==> config.mk <==
export PLATFORM = sky130hd
export DESIGN_NAME = tetris_matrix_scan
export DESIGN_NICKNAME = d
export VERILOG_FILES = /design/src/rtl/tetris_disp_pkg.sv /design/src/rtl/tetris_row_shifter.sv /design/src/rtl/tetris_matrix_scan.sv
export SDC_FILE = /design/constraint.sdc
export NUM_CORES = 1
export LEC_CHECK = 0
export ABC_AREA = 1
export CORE_MARGIN = 1.5
export CORE_UTILIZATION = 56
export CTS_BUF_LIST = sky130_fd_sc_hd__clkbuf_8 sky130_fd_sc_hd__clkbuf_16
export CTS_CLUSTER_DIAMETER = 150
export DETAILED_ROUTE_END_ITERATION = 6
export PLACE_DENSITY_LB_ADDON = 0.15
export SLEW_MARGIN = 20
export SYNTH_ARGS = -nofsm -noshare
export SYNTH_HDL_FRONTEND = slang
export SYNTH_SLANG_ARGS = --single-unit
==> constraint.sdc <==
create_clock -name clk -period 3.2 [get_ports clk]
set_input_delay 0.8 -clock clk [delete_from_list [all_inputs] [get_ports clk]]
set_output_delay 0.8 -clock clk [all_outputs]
set_load 0.05 [all_outputs]
==> src/rtl/tetris_disp_pkg.sv <==
// Shared definitions for the LED-matrix display path: scan states, cell codes and a counter-width helper.
package tetris_disp_pkg;

  typedef enum logic [2:0] {
    ST_IDLE,
    ST_FETCH,
    ST_SHIFT,
    ST_LATCH,
    ST_HOLD
  } scan_state_e;

  localparam logic [1:0] CELL_EMPTY  = 2'b00;
  localparam logic [1:0] CELL_FIXED  = 2'b01;
  localparam logic [1:0] CELL_MOVING = 2'b10;
  localparam logic [1:0] CELL_SPARE  = 2'b11;

  // Bits needed to count 0..n-1, never narrower than one bit.
  function automatic int cnt_width(input int n);
    return (n > 1) ? $clog2(n) : 1;
  endfunction

endpackage

==> src/rtl/tetris_row_shifter.sv <==
// Serialises one captured row word onto the LED driver, most significant cell first,
// with led_sclk generated from a SCLK_HALF clock divider.
module tetris_row_shifter
  import tetris_disp_pkg::*;
#(
  parameter int AREA_COL  = 16,
  parameter int SCLK_HALF = 2
) (
  input  logic                  clk_i,
  input  logic                  rstn_i,
  input  logic                  load_i,
  input  logic [AREA_COL*2-1:0] data_i,
  output logic [1:0]            sdo_o,
  output logic                  sclk_o,
  output logic                  done_o
);

  localparam int WORD_W = AREA_COL * 2;
  localparam int HALVES = AREA_COL * 2;
  localparam int HALF_W = cnt_width(HALVES);
  localparam int DIV_W  = cnt_width(SCLK_HALF);

  logic [WORD_W-1:0] sreg_q, sreg_d;
  logic              active_q, active_d;
  logic              sclk_q, sclk_d;
  logic [HALF_W-1:0] half_q, half_d;
  logic [DIV_W-1:0]  div_q, div_d;
  logic              half_end;
  logic              last_half;

  assign half_end  = active_q && (div_q == DIV_W'(SCLK_HALF - 1));
  assign last_half = (half_q == HALF_W'(HALVES - 1));
  assign done_o    = half_end && last_half;
  assign sdo_o     = sreg_q[WORD_W-1 -: 2];
  assign sclk_o    = sclk_q;

  // The word only advances when sclk falls, so sdo is stable across every rising edge.
  always_comb begin
    sreg_d   = sreg_q;
    active_d = active_q;
    sclk_d   = sclk_q;
    half_d   = half_q;
    div_d    = div_q;
    if (load_i) begin
      sreg_d   = data_i;
      active_d = 1'b1;
      sclk_d   = 1'b0;
      half_d   = '0;
      div_d    = '0;
    end else if (half_end) begin
      div_d  = '0;
      sclk_d = ~sclk_q;
      if (last_half) begin
        active_d = 1'b0;
        half_d   = '0;
      end else begin
        half_d = half_q + 1'b1;
        if (sclk_q) begin
          sreg_d = sreg_q << 2;
        end
      end
    end else if (active_q) begin
      div_d = div_q + 1'b1;
    end
  end

  always_ff @(posedge clk_i or negedge rstn_i) begin
    if (!rstn_i) begin
      sreg_q   <= '0;
      active_q <= 1'b0;
      sclk_q   <= 1'b0;
      half_q   <= '0;
      div_q    <= '0;
    end else begin
      sreg_q   <= sreg_d;
      active_q <= active_d;
      sclk_q   <= sclk_d;
      half_q   <= half_d;
      div_q    <= div_d;
    end
  end

endmodule

==> src/rtl/tetris_matrix_scan.sv <==
// Row scanner for the playfield LED matrix: fetches each row, shifts it out, latches it and
// displays it for a fixed hold time, looping over the frame while enable is high.
module tetris_matrix_scan
  import tetris_disp_pkg::*;
#(
  parameter int AREA_ROW    = 32,
  parameter int AREA_COL    = 16,
  parameter int ROW_ADDR_W  = 5,
  parameter int SCLK_HALF   = 2,
  parameter int HOLD_CYCLES = 256
) (
  input  logic                  clk,
  input  logic                  rstn,
  input  logic                  enable,
  output logic [ROW_ADDR_W-1:0] rd_row,
  input  logic [AREA_COL*2-1:0] rd_data,
  output logic [1:0]            led_sdo,
  output logic                  led_sclk,
  output logic                  led_latch,
  output logic [ROW_ADDR_W-1:0] led_row,
  output logic                  led_oe_n,
  output logic                  frame_done,
  output logic                  busy
);

  localparam int HOLD_W = cnt_width(HOLD_CYCLES);

  scan_state_e           state_q, state_d;
  logic                  fetch2_q, fetch2_d;
  logic [HOLD_W-1:0]     hold_q, hold_d;
  logic [ROW_ADDR_W-1:0] row_q, row_d;
  logic [ROW_ADDR_W-1:0] led_row_q, led_row_d;
  logic                  frame_done_q, frame_done_d;
  logic                  shift_load;
  logic                  shift_done;
  logic                  hold_last;
  logic                  row_last;

  assign hold_last  = (hold_q == HOLD_W'(HOLD_CYCLES - 1));
  assign row_last   = (row_q == ROW_ADDR_W'(AREA_ROW - 1));
  assign rd_row     = row_q;
  assign led_row    = led_row_q;
  assign frame_done = frame_done_q;

  tetris_row_shifter #(
    .AREA_COL  (AREA_COL),
    .SCLK_HALF (SCLK_HALF)
  ) u_shifter (
    .clk_i  (clk),
    .rstn_i (rstn),
    .load_i (shift_load),
    .data_i (rd_data),
    .sdo_o  (led_sdo),
    .sclk_o (led_sclk),
    .done_o (shift_done)
  );

  always_ff @(posedge clk or negedge rstn) begin
    if (!rstn) begin
      state_q <= ST_IDLE;
    end else begin
      state_q <= state_d;
    end
  end

  // enable is only looked at when a row has fully finished, so a row is never cut short.
  always_comb begin
    state_d = state_q;
    case (state_q)
      ST_IDLE:  if (enable) state_d = ST_FETCH;
      ST_FETCH: if (fetch2_q) state_d = ST_SHIFT;
      ST_SHIFT: if (shift_done) state_d = ST_LATCH;
      ST_LATCH: state_d = ST_HOLD;
      ST_HOLD:  if (hold_last) state_d = enable ? ST_FETCH : ST_IDLE;
      default:  state_d = ST_IDLE;
    endcase
  end

  always_comb begin
    shift_load = (state_q == ST_FETCH) && fetch2_q;
    led_latch  = (state_q == ST_LATCH);
    led_oe_n   = (state_q != ST_HOLD);
    busy       = (state_q != ST_IDLE);
  end

  // led_row takes the new row on entry to LATCH so it is valid during the latch pulse.
  always_comb begin
    fetch2_d     = (state_q == ST_FETCH) ? ~fetch2_q : 1'b0;
    hold_d       = '0;
    row_d        = row_q;
    led_row_d    = led_row_q;
    frame_done_d = 1'b0;
    if (state_q == ST_SHIFT && shift_done) begin
      led_row_d = row_q;
    end
    if (state_q == ST_HOLD) begin
      hold_d = hold_last ? '0 : hold_q + 1'b1;
      if (hold_last) begin
        row_d        = row_last ? '0 : row_q + 1'b1;
        frame_done_d = row_last;
      end
    end
  end

  always_ff @(posedge clk or negedge rstn) begin
    if (!rstn) begin
      fetch2_q     <= 1'b0;
      hold_q       <= '0;
      row_q        <= '0;
      led_row_q    <= '0;
      frame_done_q <= 1'b0;
    end else begin
      fetch2_q     <= fetch2_d;
      hold_q       <= hold_d;
      row_q        <= row_d;
      led_row_q    <= led_row_d;
      frame_done_q <= frame_done_d;
    end
  end

endmodule
==> key figures <==
Outcome
  – Status: finished, final reports clean

CTS
  – CTS Buf Count: 9
  – CTS H-tree depth: 3
  – Clock sink count: 63
  – Clock-pin slew on the worst setup and hold paths: 0.06 ns
  – Root Buffer Master: clkbuf_8
  – Clk buf depth: 2
  – CTS tree: done
  – Worst-skew pair later-pin latency: 0.33 ns
  – Post CTS Setup Buffer Count: 0
  – Post-cts resize count: 0
  – CTS hold repair buffers: 0

Floorplan
  – Die width: 75.8 microns
  – Initial Util: 0.582
  – I/O Pins: 52
  – Rows: 26
  – Die Ht: 75.8 microns
  – Placeable Area: 5110 sq um
  – Die Area: 5750 sq um

Logic synthesis
  – Synth area leaders: dfrtp_1 53%, nand2_1 10%, nor2_1 5.9%
  – Register area share after synthesis: 0.531
  – Cells after synthesis: 352
  – Syn Nets: 392
  – Syn_area_per_cell: 8.44 sq um
  – Register bit total from synthesis: 63
  – Top-area cell type share of the netlist area: 0.531
  – Yosys warning count: 0
  – Post-Syn Area: 2970 sq um
  – Area leader, netlist: dfrtp_1
  – Cell variety after synth: 25

GRT
  – GRT overflow: 0
  – Pin count of the biggest net entering global routing: 44
  – Vias in the first global route: 2212
  – First-pass GRT wire length: 9360 microns
  – Initial antenna violation count: 0
  – GRT Total Usage: 0.217

Drt
  – Via density: 5.08
  – Post-route antenna net violation count: 0
  – Drt first pass iters: 5
  – Total routed wirelength: 5890 microns
  – Via count: 2415
  – Drt drc: 0
  – Initial DRC count: 130
  – DR WL/cell: 12.4 microns

Pwr
  – Logic pwr share: 0.049
  – Peak supply drop: 0.289 mV
  – Power Density: 407 nW/um^2
  – Clock power share: 0.410
  – Internal power: 1.18 mW
  – Seq pwr share: 0.541
  – Sw Share: 0.210
  – Leakage power: 1.74 nW
  – Psw: 0.312 mW

Layout
  – Commonest cells after routing, fill and taps aside: 83 x nand2_1, 63 x dfrtp_1, 50 x clkdlybuf4s50_1
  – Area Growth Syn to Fin: 23.2%
  – Layout cells sized above 1: 0.0593
  – Fillers: 417
  – Most common cell after layout, fill and taps aside: nand2_1
  – Final net count: 441
  – Ant. Diodes: 0

STA
  – Final Hold Viols: 0
  – Rel. slew slack: 0.531
  – Final worst slack: 0.535 ns
  – RSZ-0062 raised after global routing: false
  – Slew @ Worst Pin: 0.703 ns
  – Fmax: 375 MHz
  – Fin crit period: 2.67 ns
  – Final setup viols: 0
  – Setup TNS: 0 ns
  – Post-route clock period utilization: 0.833
  – Setup Skew: 0.00711 ns
  – Slew Limit Fails: 0

Critical path
  – CP max FO: 6
  – Critical Path AT: 1.87 ns
  – CP Capture Type: output port
  – Worst Setup Path Type: reg2out
  – Worst setup SP type: flip-flop
  – Slowest cell delay on critical path: 0.83 ns
  – Critical path cell sequence: inv_1, nand3_2, clkdlybuf4s50_1
  – Req. time, crit path: 2.40 ns
  – Slowest stage cell, crit path: clkdlybuf4s50_1

Place
  – Gpl congestion: 0.813
  – Pre-CTS setup slack: 0.868 ns
  – DP HPWL: 4020 microns
  – Port bufs: 51

Run
  – Max Cap Violations: 0

Worst hold path
  – Hold Path Class: reg2reg
[synthesized netlist by cell type, drive strengths merged]
cell type   n
clkbuf      3
a21oi      33
xor2        4
ha          5
nor2       50
nor3        2
a211oi      1
o21ai      45
xnor2       1
nand4       2
inv        31
buf        11
dfrtp      63
nand3      15
nand2      86
[power by group through the flow]
| stage | logic [mW] | registers [mW] | clock network [mW] |
|---|---|---|---|
| after detailed placement | 0.0743 | 0.821 | 0 |
| after CTS | 0.0751 | 0.806 | 0.617 |
| after global placement | 0.0736 | 0.821 | 0 |
| after floorplan | 0.0125 | 0.820 | 0 |
| final | 0.0733 | 0.806 | 0.611 |
| after global routing | 0.0806 | 0.806 | 0.653 |
[state kept, by name (all words and copies together), names as in the netlist]
register	count
fetch2_q	1
frame_done	1
hold_q	8
led_row	5
rd_row	5
state_q	3
u_shifter.active_q	1
u_shifter.div_q	1
u_shifter.half_q	5
u_shifter.sclk_o	1
u_shifter.sreg_q	32
[metal layers]
metal	vias to the layer above	wire (microns)	track usage
li1	1229	-	-
met1	1125	2720	0.271
met2	56	2820	0.370
met3	5	275	0.0437
met4	0	72	0.0893
met5	-	0	0
[cells by family after synthesis]
family                     Yosys count  synth area share
adders and majority gates            5            0.0211
DFF                                 63             0.531
buffers and inverters               45            0.0733
xor gates and xnor gates             5            0.0147
AOI/OAI and AO/OA                   79             0.134
and+or+nand+nor                    155             0.226
[per-stage QoR]
step	instance area [sq um]	utilization	power, mW	instances	hold slack, ns
floorplan	2970	-	0.833	352	0.433
finish	3660	0.716	1.49	475	0.469
global route	3660	0.716	1.54	475	0.488
CTS	3660	0.716	1.50	475	0.473
detailed placement	3480	0.682	0.895	460	0.462
global placement	3480	0.682	0.894	460	0.453
[worst paths after layout]
kind | from | to | slack [ns] | cells past startpoint
max in group asynchronous | rstn | u_shifter.sreg_q[8] | 2.06 | 2
hold / removal | hold_q[0] | hold_q[0] | 0.47 | 1
setup reg to reg | u_shifter.half_q[0] | u_shifter.sreg_q[24] | 0.90 | 10
min in group asynchronous | rstn | u_shifter.sreg_q[0] | 0.52 | 1
setup / recovery | state_q[0] | led_oe_n | 0.53 | 3
hold reg to reg | hold_q[0] | hold_q[0] | 0.47 | 1
[worst max-delay path, delay by kind of cell, from the launching register on]
kind          cells  cell delay, ns
buf+inv           2            0.96
simple gates      1            0.17
flops             1            0.42
[cell type report]
cell class	instances	area [sq um]	share of cell area
Sequential cell	63	1580	0.431
Multi-Input combinational cell	244	1180	0.321
Timing Repair Buffer	52	526	0.144
Clock buffer	12	165	0.0451
Inverter	31	116	0.0318
Tap cell	70	87.6	0.0239
Clock inverter	3	11.3	0.00308
No activity file was read; power rests on OpenSTA's default activity.
